**config.mk**
```make
export PLATFORM = sky130hd
export DESIGN_NAME = cim_sbox_arbiter
export DESIGN_NICKNAME = d
export VERILOG_FILES = /design/src/rtl/cim_pkg.sv /design/src/rtl/cim_rr_arb2.sv /design/src/rtl/cim_sbox_arbiter.sv
export SDC_FILE = /design/constraint.sdc
export NUM_CORES = 1
export LEC_CHECK = 0
export ABC_AREA = 1
export CAP_MARGIN = 30
export CORE_AREA = 2 2 242 244
export DETAILED_ROUTE_END_ITERATION = 8
export DIE_AREA = 0 0 244 246
export GPL_TIMING_DRIVEN = 0
export PLACE_DENSITY = 0.51
export RECOVER_POWER = 100
export SYNTH_ARGS = -nofsm -noshare
export SYNTH_HDL_FRONTEND = slang
export SYNTH_SLANG_ARGS = --single-unit
```
**constraint.sdc**
```tcl
create_clock -name CLK -period 1.9 [get_ports CLK]
set_input_delay 0.38 -clock CLK [delete_from_list [all_inputs] [get_ports CLK]]
set_output_delay 0.38 -clock CLK [all_outputs]
set_load 0.05 [all_outputs]
```
**src/rtl/cim_pkg.sv**
```systemverilog
// Purpose: shared types, widths and address mapping for the CIM S-box arbiter.
// Latency: n/a (declarations and a pure combinational helper only).
// Backpressure: n/a.
// Contents: state_t (FSM states), owner_t (access owner), lane address
//           widths, K lane count, cim_map() index-to-macro-address mapping.
package cim_pkg;

  localparam int LANE_AW = 6;  // row address bits per lane (RWL_DEC_ADD)
  localparam int LANE_BW = 3;  // bank/column bits per lane (DEMUX_ADD)
  localparam int K_LANES = 4;  // SubWord uses lanes 0..3

  typedef enum logic [1:0] {
    ST_IDLE    = 2'd0,
    ST_ISSUE   = 2'd1,
    ST_WAIT    = 2'd2,
    ST_CAPTURE = 2'd3
  } state_t;

  typedef enum logic {
    OWN_D = 1'b0,
    OWN_K = 1'b1
  } owner_t;

  // Bank bit selects the inverse table; the top two index bits pick the
  // column group, the low six bits the row.
  function automatic logic [LANE_BW+LANE_AW-1:0] cim_map(input logic [7:0] idx,
                                                         input logic       inv);
    return {inv, idx[7:6], idx[5:0]};
  endfunction

endpackage

```
**src/rtl/cim_rr_arb2.sv**
```systemverilog
// Purpose: two-input round-robin arbiter (D vs K) with a registered priority pointer.
// Latency: grants are combinational from the requests; the pointer updates at the edge where i_upd is high.
// Backpressure: none; the caller only strobes i_upd when it actually accepts a grant.
// Ports: i_clk/i_rst_n clock and sync active-low reset; i_req_d/i_req_k requests;
//        i_upd pointer update strobe; o_gnt_d/o_gnt_k one-hot grant (or none).
module cim_rr_arb2 (
  input  logic i_clk,
  input  logic i_rst_n,
  input  logic i_req_d,
  input  logic i_req_k,
  input  logic i_upd,
  output logic o_gnt_d,
  output logic o_gnt_k
);

  // 1 = K has priority on a tie. Starts at K, flips to the loser on each grant.
  logic r_prio_k;

  always_comb begin
    o_gnt_k = i_req_k & (r_prio_k | ~i_req_d);
    o_gnt_d = i_req_d & ~o_gnt_k;
  end

  always_ff @(posedge i_clk) begin
    if (!i_rst_n) begin
      r_prio_k <= 1'b1;
    end else if (i_upd && (o_gnt_d || o_gnt_k)) begin
      r_prio_k <= o_gnt_d;
    end
  end

endmodule

```
**src/rtl/cim_sbox_arbiter.sv**
```systemverilog
// Purpose: shares the CIM S-box macro between the AES datapath (16 lanes) and key expansion (lanes 0..3).
// Latency: REQ sampled at E0 -> GNT after E0, RD_EN after E0, VLD after E(1+RD_LAT); one access per RD_LAT+2 cycles.
// Backpressure: requesters hold REQ until GNT; no new grant while busy or while EN is low.
// Ports: CLK/RSTn (sync active-low); EN grant enable; D_*/K_* request, bank, address, grant,
//        valid and data per requester; DEMUX_ADD/RWL_DEC_ADD/RD_EN/LANE_EN/RIO macro interface; BSY access in flight.
module cim_sbox_arbiter
  import cim_pkg::*;
#(
  parameter int RD_LAT = 1,  // macro read latency, legal 1..4
  parameter int NLANE  = 16
) (
  input  logic                     CLK,
  input  logic                     RSTn,
  input  logic                     EN,
  input  logic                     D_REQ,
  input  logic                     D_INV,
  input  logic [NLANE*8-1:0]       D_ADDR,
  output logic                     D_GNT,
  output logic                     D_VLD,
  output logic [NLANE*8-1:0]       D_DATA,
  input  logic                     K_REQ,
  input  logic                     K_INV,
  input  logic [K_LANES*8-1:0]     K_ADDR,
  output logic                     K_GNT,
  output logic                     K_VLD,
  output logic [K_LANES*8-1:0]     K_DATA,
  output logic [NLANE*LANE_BW-1:0] DEMUX_ADD,
  output logic [NLANE*LANE_AW-1:0] RWL_DEC_ADD,
  output logic                     RD_EN,
  output logic [NLANE-1:0]         LANE_EN,
  input  logic [NLANE*8-1:0]       RIO,
  output logic                     BSY
);

  // WAIT is entered with RD_LAT-2 and left when the counter hits zero,
  // giving RD_LAT-1 wait cycles.
  localparam logic [1:0] WAIT_INIT = (RD_LAT > 1) ? 2'(RD_LAT - 2) : 2'd0;

  state_t                     r_state;
  owner_t                     r_own;
  logic [1:0]                 r_wcnt;
  logic                       r_d_gnt;
  logic                       r_k_gnt;
  logic                       r_d_vld;
  logic                       r_k_vld;
  logic                       r_rd_en;
  logic                       r_bsy;
  logic [NLANE-1:0]           r_lane_en;
  logic [NLANE*LANE_BW-1:0]   r_demux;
  logic [NLANE*LANE_AW-1:0]   r_rwl;
  logic [NLANE*8-1:0]         r_d_data;
  logic [K_LANES*8-1:0]       r_k_data;

  logic                       w_req_d;
  logic                       w_req_k;
  logic                       w_take;
  logic                       w_gnt_d;
  logic                       w_gnt_k;
  logic                       w_sel_inv;
  logic [NLANE*8-1:0]         w_sel_addr;
  logic [NLANE-1:0]           w_lane_en;
  logic [NLANE*LANE_BW-1:0]   w_demux;
  logic [NLANE*LANE_AW-1:0]   w_rwl;

  assign w_req_d = EN & D_REQ;
  assign w_req_k = EN & K_REQ;
  assign w_take  = (r_state == ST_IDLE) & (w_req_d | w_req_k);

  cim_rr_arb2 u_arb (
    .i_clk   (CLK),
    .i_rst_n (RSTn),
    .i_req_d (w_req_d),
    .i_req_k (w_req_k),
    .i_upd   (w_take),
    .o_gnt_d (w_gnt_d),
    .o_gnt_k (w_gnt_k)
  );

  // K indices sit in the lane 0..3 slots; the remaining lanes are masked below.
  assign w_sel_addr = w_gnt_k ? {K_ADDR, {((NLANE-K_LANES)*8){1'b0}}} : D_ADDR;
  assign w_sel_inv  = w_gnt_k ? K_INV : D_INV;
  assign w_lane_en  = w_gnt_k ? {{K_LANES{1'b1}}, {(NLANE-K_LANES){1'b0}}} : {NLANE{1'b1}};

  // Lane 0 is the most significant slot of every bus; disabled lanes get address 0.
  for (genvar i = 0; i < NLANE; i++) begin : g_lane
    localparam int L = NLANE - 1 - i;
    logic [LANE_BW+LANE_AW-1:0] w_map;
    assign w_map = w_lane_en[L] ? cim_map(w_sel_addr[L*8 +: 8], w_sel_inv) : '0;
    assign w_demux[L*LANE_BW +: LANE_BW] = w_map[LANE_BW+LANE_AW-1:LANE_AW];
    assign w_rwl[L*LANE_AW +: LANE_AW]   = w_map[LANE_AW-1:0];
  end

  always_ff @(posedge CLK) begin
    if (!RSTn) begin
      r_state   <= ST_IDLE;
      r_own     <= OWN_D;
      r_wcnt    <= '0;
      r_d_gnt   <= 1'b0;
      r_k_gnt   <= 1'b0;
      r_d_vld   <= 1'b0;
      r_k_vld   <= 1'b0;
      r_rd_en   <= 1'b0;
      r_bsy     <= 1'b0;
      r_lane_en <= '0;
      r_demux   <= '0;
      r_rwl     <= '0;
      r_d_data  <= '0;
      r_k_data  <= '0;
    end else begin
      // Pulses default low; addresses hold until the next grant.
      r_d_gnt   <= 1'b0;
      r_k_gnt   <= 1'b0;
      r_d_vld   <= 1'b0;
      r_k_vld   <= 1'b0;
      r_rd_en   <= 1'b0;
      r_lane_en <= '0;
      case (r_state)
        ST_IDLE: begin
          if (w_take) begin
            r_d_gnt   <= w_gnt_d;
            r_k_gnt   <= w_gnt_k;
            r_own     <= w_gnt_k ? OWN_K : OWN_D;
            r_rd_en   <= 1'b1;
            r_lane_en <= w_lane_en;
            r_demux   <= w_demux;
            r_rwl     <= w_rwl;
            r_bsy     <= 1'b1;
            r_state   <= ST_ISSUE;
          end
        end
        ST_ISSUE: begin
          r_wcnt  <= WAIT_INIT;
          r_state <= (RD_LAT > 1) ? ST_WAIT : ST_CAPTURE;
        end
        ST_WAIT: begin
          if (r_wcnt == 2'd0) begin
            r_state <= ST_CAPTURE;
          end else begin
            r_wcnt <= r_wcnt - 2'd1;
          end
        end
        ST_CAPTURE: begin
          if (r_own == OWN_K) begin
            r_k_data <= RIO[NLANE*8-1 -: K_LANES*8];
            r_k_vld  <= 1'b1;
          end else begin
            r_d_data <= RIO;
            r_d_vld  <= 1'b1;
          end
          r_bsy   <= 1'b0;
          r_state <= ST_IDLE;
        end
        default: r_state <= ST_IDLE;
      endcase
    end
  end

  assign D_GNT       = r_d_gnt;
  assign K_GNT       = r_k_gnt;
  assign D_VLD       = r_d_vld;
  assign K_VLD       = r_k_vld;
  assign D_DATA      = r_d_data;
  assign K_DATA      = r_k_data;
  assign DEMUX_ADD   = r_demux;
  assign RWL_DEC_ADD = r_rwl;
  assign RD_EN       = r_rd_en;
  assign LANE_EN     = r_lane_en;
  assign BSY         = r_bsy;

endmodule

```
==> metrics <==
Initial Utilization 20.6%; Die H 246 um; Clk pwr share 36.1%; Post-Synth XOR/XNOR Area 0%; hold slack 0.282 ns; Worst path slowest cell clkdlybuf4s15_1; slew margin rel. between 50% and 60%; cell count after synthesis 1506; WL/cell ~18 um; Sw Ratio between 30 and 40%; NetSw between 7 and 8 mW; Compound-Gate Fraction of Synth Area between 10% and 20%; Hold Crit Class in2reg; worst-margin pin slew about 0.73 ns; clk_lat worst skew approximately 0.54 ns; status complete, no violations; largest incremental delay on the critical path between 0.5 and 0.6 ns; CP Class reg2out; Worst Hold Path EP RWL_DEC_ADD[76]; Synth Area in Simple Gates a little under a quarter; Combinational Power Share 29.2%; RSZ-0062 raised after global routing false; initial antenna violation count 0; main combinational cell family by area after synthesis simple AND/OR/NAND/NOR gates; Reg2Reg Capture Point D_DATA[76]; CP Depth 1; number of synthesized register bits between 300 and 400; Lkg Pwr roughly 9.3 nW; r2r setup slk approximately 0.13 ns; Int Pwr 13.7 mW; final hold violations 0; DIE AREA 60000 um2; Min-Delay Startpoint RSTn; FF-to-FF Start r_state[1]; register share of total power between 30% and 40%; Synth cell types 24; fmax ~540 MHz; first-pass GRT wire length roughly 77000 um; Mapped Avg Cell Area 7.86 um2; vias per cell 4.13; area delta synth->final 67.4%; final std cells w/o fill between 2000 and 3000; Pwr Density approximately 1100 nW/um2; largest net degree at the start of global routing 14; Die X approximately 240 um; clock-pin transition on the worst setup and hold timing paths ~0.060 ns; # setup viols final 0; Overflow after GRT 0; Final Util ~35%; fin crit period roughly 1.9 ns; Layout Nets between 2000 and 2500; register area share after synthesis approximately half; setup TNS 0 ns; share of layout cells above drive strength 1 12.6%; Crit. End Element output pin; CTS H-tree lvls 2; Reg2Reg Depth 8; ANT nets after route 0; crit path launch type flip-flop; Max-Cap Viols 0; number of global-route vias before repair around 12000; Clock Path Buffers 3; Placement Rows 88; CP required 1.52 ns; clock skew between 0.009 and 0.01 ns; total CTS buffers 38; Placed Cells approximately 2900; VDD IR-drop max 0.00101 V; Post-Route WL between 50000 and 60000 um; YS warnings 0; CP Buf/Inv Count 1; I/O pins 621; mux contribution to synthesized area 0%; GPL Wtd Cong 0.879; critical path's top delay family buffers and inverters; total number of vias approximately 12000; adder-cell share of the synthesized area 0.529%; CTS tree built; antenna cells 0; # port buffers 619; period utilization just under 100%; crit-path cells clkdlybuf4s15_1; CTS Hold Bufs 0; cell depth of the worst min-delay path 3; Worst Path Arrival roughly 1.5 ns; postcts setup bufs 0; dpl hpwl 41300 um; fin. max-slew vios 0; Syn Nets between 1500 and 2000; # clock sinks 304; total track usage 16.7%; Mapped Area ~12000 um2; Residual DRC 0; CTS root buf clkbuf_16; number of iterations in the first detailed-routing pass 5; CP max FO 2; first-iteration detailed-routing DRC count 438; core area 57400 um2
[power by group through the flow]
| stage | Combinational (mW) | Clock (mW) | Sequential, mW |
|---|---|---|---|
| finish | 6.21 | 7.67 | 7.38 |
| global route | 6.59 | 8.12 | 7.46 |
| CTS | 6.30 | 7.91 | 7.38 |
| detailed placement | 6.74 | 0 | 7.52 |
| global placement | 6.74 | 0 | 7.50 |
| floorplan | 1.78 | 0 | 9.73 |
[registers in the layout (all words and copies together), names as in the netlist]
register,flops
DEMUX_ADD,34
K_GNT,1
BSY,1
D_GNT,1
D_DATA,128
RWL_DEC_ADD,96
r_own,1
K_DATA,32
K_VLD,1
u_arb.r_prio_k,1
RD_EN,1
r_state,2
r_wcnt,2
D_VLD,1
LANE_EN,2
[layout make-up]
class,count,area (um2)
inverter,50,193
tap,765,957
clock inverter,6,130
sequential,304,6090
fill,6157,37600
buffer,140,847
clock buffer,61,1190
timing repair buffer,619,5740
multi-input combinational,1012,4650
[how the worst max path moves through the flow]
stage,from,to,slack (ns)
5_1_grt,r_state[0],RWL_DEC_ADD[90],0.0003
3_3_place_gp,RSTn,K_DATA[0],-0.19
2_1_floorplan,DEMUX_ADD[35],DEMUX_ADD[11],0.42
6_report,D_DATA[73],D_DATA[73],0.04
3_5_place_dp,RSTn,K_DATA[0],-0.22
4_1_cts,D_DATA[113],D_DATA[113],0.006
[synth_stat cells, drive strengths merged]
cell      n  area (um2)
a21oi   103         662
buf     112         744
clkbuf   28         106
dfxtp   304        6090
ha        5        62.6
inv      50         193
nand2   122         473
nand3    44         410
nor2    483        1820
o21ai   254        1270
o22ai     1        6.26
[repair_timing]
item	CTS	global route
gates resized for setup	461	8
hold endpoints to repair	0	0
endpoints found under the setup margin	331	89
[worst reg2reg max path: stages, from the launching register on]
cell and delay (ns):
dfxtp_1 0.38, ha_1 0.26, inv_2 0.08, nor2_4 0.14
inv_1 0.08, buf_2 0.24, buf_2 0.24, nor2_1 0.17
nor2_1 0.08
[metal layers]
metal	part of all wire [%]	GRT usage, %	wire length, um	vias to the layer above
li1	-	-	-	6136
met1	43	20.8	22400	5645
met2	50	29.0	26100	355
met3	5.7	3.59	2980	68
met4	2.2	4.61	1170	0
met5	0	0	0	-
[metrics by stage]
step	setup slack (ns)	cell area, um2	power [mW]
final	0.0396	19800	21.3
after global routing	0.000329	19800	22.2
after CTS	0.00566	19900	21.6
after global placement	-0.186	19000	14.2
after detailed placement	-0.223	19000	14.3
after floorplan	0.416	11800	11.5
[cells by family (layout without fill, tap and decap cells)]
kind of cell	after synthesis	after routing
simple gates	649	649
compound gates	358	358
flops	304	304
buf+inv	190	876
fa+ha+maj	5	5
[placed cells by master, fill, tap and decap left out, types with 16 or more instances in the layout]
cell,Yosys,final
a21oi_1,64,77
a21oi_2,39,26
buf_2,68,46
buf_4,32,30
clkbuf_1,27,40
clkbuf_16,0,41
clkbuf_2,1,45
clkdlybuf4s15_1,0,16
clkdlybuf4s50_1,0,293
dfxtp_1,304,302
dlygate4sd2_1,0,274
inv_1,45,45
nand2_1,118,118
nand3_2,38,38
nor2_1,482,482
o21ai_0,249,250
Note: power is estimated with default switching activity, not from simulation.
